<file path="src/rtl/pwm_capture.sv">
`timescale 1ns/1ps
// pwm_capture: measures high time and period of an asynchronous PWM input,
// decodes a speed code from the high time and flags a missing-edge timeout.
module pwm_capture #(
  parameter int unsigned CNT_W       = 22,
  parameter int unsigned TIMEOUT_CYC = 2200000,
  parameter int unsigned TH1         = 325000,
  parameter int unsigned TH2         = 700000,
  parameter int unsigned TH3         = 800000,
  parameter int unsigned TH4         = 900000
) (
  input  logic             clk,
  input  logic             reset,
  input  logic             pwm_in,
  output logic [CNT_W-1:0] high_count,
  output logic [CNT_W-1:0] period_count,
  output logic [2:0]       speed_code,
  output logic             meas_valid,
  output logic             timeout
);

  localparam logic [CNT_W-1:0] TimeoutVal = CNT_W'(TIMEOUT_CYC);
  localparam logic [CNT_W-1:0] Th1Val     = CNT_W'(TH1);
  localparam logic [CNT_W-1:0] Th2Val     = CNT_W'(TH2);
  localparam logic [CNT_W-1:0] Th3Val     = CNT_W'(TH3);
  localparam logic [CNT_W-1:0] Th4Val     = CNT_W'(TH4);
  localparam logic [CNT_W-1:0] OneVal     = CNT_W'(1);

  typedef enum logic [1:0] {StIdle, StMeas, StStuck} state_e;

  state_e           state_q, state_d;
  logic             sync0_q, s_q, s_dly_q, rise_q;
  logic [CNT_W-1:0] per_cnt_q, per_cnt_d, hi_cnt_q, hi_cnt_d;
  logic [CNT_W-1:0] high_q, high_d, period_q, period_d;
  logic [CNT_W-1:0] per_inc, hi_inc;
  logic [2:0]       speed_q, speed_d;
  logic             valid_q, valid_d;

  function automatic logic [2:0] decode(input logic [CNT_W-1:0] hi);
    if (hi < Th1Val)      return 3'd0;
    else if (hi < Th2Val) return 3'd1;
    else if (hi < Th3Val) return 3'd2;
    else if (hi < Th4Val) return 3'd3;
    else                  return 3'd4;
  endfunction

  // rise_q is registered, so the FSM uses s_dly_q as the level aligned with it.
  always_ff @(posedge clk or posedge reset) begin
    if (reset) begin
      sync0_q <= 1'b0;
      s_q     <= 1'b0;
      s_dly_q <= 1'b0;
      rise_q  <= 1'b0;
    end else begin
      sync0_q <= pwm_in;
      s_q     <= sync0_q;
      s_dly_q <= s_q;
      rise_q  <= s_q & ~s_dly_q;
    end
  end

  assign per_inc = (per_cnt_q == TimeoutVal) ? per_cnt_q : per_cnt_q + OneVal;
  assign hi_inc  = (hi_cnt_q == TimeoutVal) ? hi_cnt_q : hi_cnt_q + OneVal;

  always_comb begin
    state_d   = state_q;
    per_cnt_d = per_cnt_q;
    hi_cnt_d  = hi_cnt_q;
    high_d    = high_q;
    period_d  = period_q;
    speed_d   = speed_q;
    valid_d   = 1'b0;
    unique case (state_q)
      StIdle, StMeas: begin
        if (rise_q) begin
          if (state_q == StMeas) begin
            period_d = per_cnt_q;
            high_d   = hi_cnt_q;
            speed_d  = decode(hi_cnt_q);
            valid_d  = 1'b1;
          end
          state_d   = StMeas;
          per_cnt_d = OneVal;
          hi_cnt_d  = OneVal;
        end else if (per_cnt_q == TimeoutVal) begin
          state_d  = StStuck;
          period_d = '0;
          valid_d  = 1'b1;
          high_d   = s_dly_q ? '1 : '0;
          speed_d  = s_dly_q ? 3'd7 : 3'd0;
        end else begin
          per_cnt_d = per_inc;
          if (state_q == StMeas && s_dly_q) hi_cnt_d = hi_inc;
        end
      end
      StStuck: begin
        // Only a fresh rising edge leaves STUCK; a plain fall keeps the stuck values.
        if (rise_q) begin
          state_d   = StMeas;
          per_cnt_d = OneVal;
          hi_cnt_d  = OneVal;
        end
      end
      default: state_d = StIdle;
    endcase
  end

  always_ff @(posedge clk or posedge reset) begin
    if (reset) begin
      state_q   <= StIdle;
      per_cnt_q <= '0;
      hi_cnt_q  <= '0;
      high_q    <= '0;
      period_q  <= '0;
      speed_q   <= 3'd0;
      valid_q   <= 1'b0;
    end else begin
      state_q   <= state_d;
      per_cnt_q <= per_cnt_d;
      hi_cnt_q  <= hi_cnt_d;
      high_q    <= high_d;
      period_q  <= period_d;
      speed_q   <= speed_d;
      valid_q   <= valid_d;
    end
  end

  assign high_count   = high_q;
  assign period_count = period_q;
  assign speed_code   = speed_q;
  assign meas_valid   = valid_q;
  assign timeout      = (state_q == StStuck);

endmodule

</file>
<file path="config.mk">
export PLATFORM = sky130hd
export DESIGN_NAME = pwm_capture
export DESIGN_NICKNAME = d
export VERILOG_FILES = /design/src/rtl/pwm_capture.sv
export SDC_FILE = /design/constraint.sdc
export NUM_CORES = 1
export LEC_CHECK = 0
export ABC_AREA = 1
export BUFFER_PORTS_ARGS = -buffer_cell sky130_fd_sc_hd__buf_4
export CORE_ASPECT_RATIO = 0.5
export CORE_MARGIN = 3
export CORE_UTILIZATION = 60
export DETAILED_ROUTE_END_ITERATION = 12
export MAX_ROUTING_LAYER = met4
export PLACE_DENSITY = 0.81
export SETUP_SLACK_MARGIN = 0.02
export SLEW_MARGIN = 30
export SYNTH_ARGS = -nofsm -noshare
export SYNTH_HDL_FRONTEND = slang
export SYNTH_SLANG_ARGS = --single-unit
</file>
<file path="constraint.sdc">
create_clock -name clk -period 5.3 [get_ports clk]
set_input_delay 0.53 -clock clk [delete_from_list [all_inputs] [get_ports clk]]
set_output_delay 0.53 -clock clk [all_outputs]
set_load 0.01 [all_outputs]
</file>
==> flow_results.xml <==
<?xml version="1.0" encoding="UTF-8"?>
<metrics>
  <group name="outcome">
    <metric name="run_status" unit="">completed</metric>
  </group>
  <group name="cts">
    <metric name="cts_hold_buf" unit="">0</metric>
    <metric name="number_of_cells_upsized_or_downsized_after_cts" unit="">0</metric>
    <metric name="clock_sinks" unit="">98</metric>
    <metric name="path_clk_slew" unit="ns">0.07</metric>
    <metric name="cts_setup_buffers" unit="">0</metric>
    <metric name="insertion_delay" unit="ns">0.35</metric>
    <metric name="htree_num_levels" unit="">3</metric>
    <metric name="cts_made_buffers" unit="">9</metric>
    <metric name="clk_path_buf_depth" unit="">2</metric>
    <metric name="clock-root-buffer" unit="">sky130_fd_sc_hd__clkbuf_16</metric>
    <metric name="clock_tree_from_tritoncts" unit="">done</metric>
  </group>
  <group name="worst_setup_path">
    <metric name="cp.arrival" unit="ns">3.17</metric>
    <metric name="cp_num_buf_inv" unit="">4</metric>
    <metric name="slowest_stage" unit="">sky130_fd_sc_hd__inv_1</metric>
    <metric name="critPathMaxFanout" unit="">40</metric>
    <metric name="crit_path_frequent_cell" unit="">sky130_fd_sc_hd__inv_1</metric>
    <metric name="rr_worst_depth" unit="">10</metric>
    <metric name="worstSetupPathDepth" unit="">10</metric>
    <metric name="cp_slowest_stage_delay" unit="ns">0.53</metric>
    <metric name="path_cells" unit="">inv_1, nor2_4, inv_1, nor2_1, inv_1, nand3_2, nor2_2, buf_4, nand2_1, o21ai_1</metric>
    <metric name="cell_type_group_with_the_largest_total_delay_on_the_critical_path" unit="">buffers and inverters</metric>
    <metric name="data_required_critical_path" unit="ns">5.57</metric>
    <metric name="crit_path_start_kind" unit="">flip-flop</metric>
    <metric name="critPathKind" unit="">reg2reg</metric>
    <metric name="endpoint_kind" unit="">flip-flop</metric>
  </group>
  <group name="yosys">
    <metric name="number_of_flops_mapped_to_enable_cells_by_yosys" unit="">0</metric>
    <metric name="synth_commonest_cells" unit="">sky130_fd_sc_hd__nand2_1 (222), sky130_fd_sc_hd__nor2_1 (108), sky130_fd_sc_hd__dfrtp_1 (98), sky130_fd_sc_hd__inv_1 (68), sky130_fd_sc_hd__nand3_1 (48)</metric>
    <metric name="synth_ff_type" unit="">sky130_fd_sc_hd__dfrtp_1</metric>
    <metric name="syn_inst" unit="">776</metric>
    <metric name="synth.cell_area" unit="µm²">5790</metric>
    <metric name="ys_warn_count" unit="">0</metric>
    <metric name="unique_cell_type_count_in_the_yosys_netlist" unit="">35</metric>
    <metric name="synthMostInstantiatedCell" unit="">sky130_fd_sc_hd__nand2_1</metric>
    <metric name="postSynthRegisterBits" unit="">98</metric>
    <metric name="ys_seq_area_frac" unit="">0.424</metric>
    <metric name="syn_nets" unit="">783</metric>
    <metric name="post-synth-top-area-fraction" unit="">0.424</metric>
    <metric name="synth_area_per_cell" unit="µm²">7.46</metric>
    <metric name="synth_async_sr_flop_share" unit="">1.00</metric>
    <metric name="synth_top_area_cell" unit="">sky130_fd_sc_hd__dfrtp_1</metric>
    <metric name="ys_top_cells_by_area" unit="">sky130_fd_sc_hd__dfrtp_1 (42%), sky130_fd_sc_hd__nand2_1 (14%), sky130_fd_sc_hd__nor2_1 (7.0%), sky130_fd_sc_hd__inv_1 (4.4%), sky130_fd_sc_hd__nand3_1 (4.2%)</metric>
  </group>
  <group name="power">
    <metric name="p_clk_frac" unit="">0.379</metric>
    <metric name="power.net_switching" unit="W">0.000560</metric>
    <metric name="swShare" unit="">0.291</metric>
    <metric name="power_frac_comb" unit="">0.168</metric>
    <metric name="power.internal" unit="W">0.00137</metric>
    <metric name="power" unit="W">0.00192</metric>
    <metric name="power.sequential.fraction" unit="">0.453</metric>
    <metric name="cellLeakagePower" unit="nW">2.88</metric>
    <metric name="power-per-cell-area" unit="nW/µm²">296</metric>
    <metric name="power.ir.vdd_worst" unit="mV">0.198</metric>
  </group>
  <group name="layout">
    <metric name="design_area" unit="µm²">6490</metric>
    <metric name="count_of_non_filler_cells_in_the_finished_layout" unit="">944</metric>
    <metric name="num_antenna_cells" unit="">0</metric>
    <metric name="fraction_of_final_layout_cells_sized_beyond_drive_strength_1" unit="">0.161</metric>
    <metric name="syn2layout_area_growth" unit="%">12.2</metric>
    <metric name="nNetsFinal" unit="">816</metric>
  </group>
  <group name="min_path">
    <metric name="hp-class" unit="">in2async</metric>
  </group>
  <group name="die">
    <metric name="start_util" unit="">0.640</metric>
    <metric name="die-area" unit="µm²">10900</metric>
    <metric name="coreArea" unit="µm²">9040</metric>
    <metric name="die_width" unit="µm">145</metric>
    <metric name="num_rows" unit="">24</metric>
    <metric name="top_level_ports" unit="">52</metric>
    <metric name="fp.dieH" unit="µm">75.5</metric>
  </group>
  <group name="sta">
    <metric name="rsz0062_at_grt" unit="">no</metric>
    <metric name="timing.final.crit_period" unit="ns">2.90</metric>
    <metric name="slew_headroom" unit="">0.552</metric>
    <metric name="tightest_slew" unit="ns">0.671</metric>
    <metric name="fin_worst_skew" unit="ns">0.00908</metric>
    <metric name="hold_viol" unit="">0</metric>
    <metric name="finalCritPeriodShare" unit="">0.547</metric>
    <metric name="maxSlewViolCount" unit="">0</metric>
    <metric name="totalNegativeSetupSlack" unit="ns">0</metric>
    <metric name="final_setup_violation_count" unit="">0</metric>
    <metric name="fmaxAchievable" unit="GHz">0.345</metric>
  </group>
  <group name="global_route">
    <metric name="maximum_number_of_pins_on_one_net_before_global_route_repair" unit="">54</metric>
    <metric name="met3_usage" unit="">0.0606</metric>
    <metric name="grt_use_met2" unit="">0.452</metric>
    <metric name="number_of_global_route_vias_before_repair" unit="">4832</metric>
    <metric name="global_route.usage.total" unit="">0.276</metric>
    <metric name="first_pass_grt_wire_length" unit="mm">23.7</metric>
    <metric name="overflow" unit="">0</metric>
    <metric name="globalRouteMet1Util" unit="">0.358</metric>
    <metric name="initial_antenna_violation_count" unit="">0</metric>
    <metric name="gr_busiest_metal" unit="">met2</metric>
  </group>
  <group name="route">
    <metric name="detail_route.iter0.violations" unit="">547</metric>
    <metric name="drt_pre_antenna_iters" unit="">6</metric>
    <metric name="viasPerCell" unit="">5.73</metric>
    <metric name="wire_length_reported_by_the_detailed_router" unit="mm">14.2</metric>
    <metric name="routed_wire_length_per_instance" unit="µm">15.0</metric>
    <metric name="number_of_remaining_drc_errors" unit="">0</metric>
    <metric name="num_vias" unit="">5412</metric>
    <metric name="antenna_violating_nets_post_route" unit="">0</metric>
  </group>
  <group name="run">
    <metric name="max-cap-violations" unit="">0</metric>
  </group>
  <group name="placement">
    <metric name="io_buffer_count" unit="">51</metric>
    <metric name="detailedPlacementHpwl" unit="mm">9.85</metric>
    <metric name="dp_cells" unit="">928</metric>
    <metric name="placedInstanceArea" unit="µm²">6150</metric>
    <metric name="globalplace.congestion" unit="">0.988</metric>
  </group>
</metrics>
[through the flow]
step           worst slack (ns)   util  hold slack, ns
2_1_floorplan              2.21      -           0.331
4_1_cts                    2.01  0.718           0.258
5_1_grt                    2.17  0.718           0.272
6_report                   2.40  0.718           0.239
3_3_place_gp               2.16  0.681           0.336
3_5_place_dp               2.04  0.681           0.341
[per-layer routing]
layer	wire (µm)	vias to the layer above
met2	6500	261
met3	1140	35
li1	-	2605
met4	280	0
met5	0	-
met1	6280	2511
[kinds of logic (layout without fill, tap and decap cells)]
group	after synthesis	after routing	synth area share
fa+ha+maj	4	4	0.00865
compound gates	112	112	0.137
flops	98	98	0.424
buf+inv	109	147	0.0867
xor+xnor	3	3	0.00454
simple gates	450	450	0.340
[registers in the layout, summed over array words and instances, names as in the netlist]
| register | count |
|---|---|
| s_q | 1 |
| rise_q | 1 |
| speed_code | 3 |
| state_q | 2 |
| high_count | 22 |
| sync0_q | 1 |
| per_cnt_q | 22 |
| s_dly_q | 1 |
| hi_cnt_q | 22 |
| period_count | 22 |
| meas_valid | 1 |
[cells in the final DEF, fill, tap and decap left out, types with 18 or more instances in the layout]
master	instances
sky130_fd_sc_hd__nand2_1	222
sky130_fd_sc_hd__nor2_1	108
sky130_fd_sc_hd__dfrtp_1	98
sky130_fd_sc_hd__inv_1	66
sky130_fd_sc_hd__buf_4	55
sky130_fd_sc_hd__nand3_1	48
sky130_fd_sc_hd__o21ai_0	41
sky130_fd_sc_hd__nand4_1	37
sky130_fd_sc_hd__a21oi_2	22
sky130_fd_sc_hd__o31ai_2	18
sky130_fd_sc_hd__nor3_1	18
[cell type report]
cell class / instances / area (µm²)
fill: 726 / 2550
clock buffer: 10 / 239
sequential: 98 / 2450
multi-input combinational: 569 / 2840
clock inverter: 6 / 93.8
timing repair buffer: 55 / 413
inverter: 76 / 293
tap: 130 / 163
[path summary, 6_finish.rpt]
check / startpoint / to / slack, ns
max: state_q[1]$_DFFE_PP0P_ / hi_cnt_q[20]$_DFFE_PP0P_ / 2.40
min: reset / per_cnt_q[1]$_DFFE_PP0P_ / 0.24
max reg2reg: state_q[1]$_DFFE_PP0P_ / hi_cnt_q[20]$_DFFE_PP0P_ / 2.40
min reg2reg: sync0_q$_DFF_PP0_ / s_q$_DFF_PP0_ / 0.35
max in group asynchronous: reset / hi_cnt_q[9]$_DFFE_PP0P_ / 3.99
min in group clk: pwm_in / sync0_q$_DFF_PP0_ / 0.29
[power groups by stage]
stage	Combinational, W	Sequential [W]	Clock [W]
global route	0.000361	0.000882	0.000770
global placement	0.000314	0.000881	0
floorplan	0.000202	0.000887	0
CTS	0.000324	0.000870	0.000737
detailed placement	0.000321	0.000884	0
finish	0.000323	0.000871	0.000730
[worst reg2reg max path: cells and delay by family, from the launching register on]
kind                   cells  cell delay, ns
buffers and inverters      4            1.17
and+or+nand+nor            5            1.12
AOI/OAI and AO/OA          1            0.09
DFF                        1            0.43
Power figures use the tool's default switching activity.
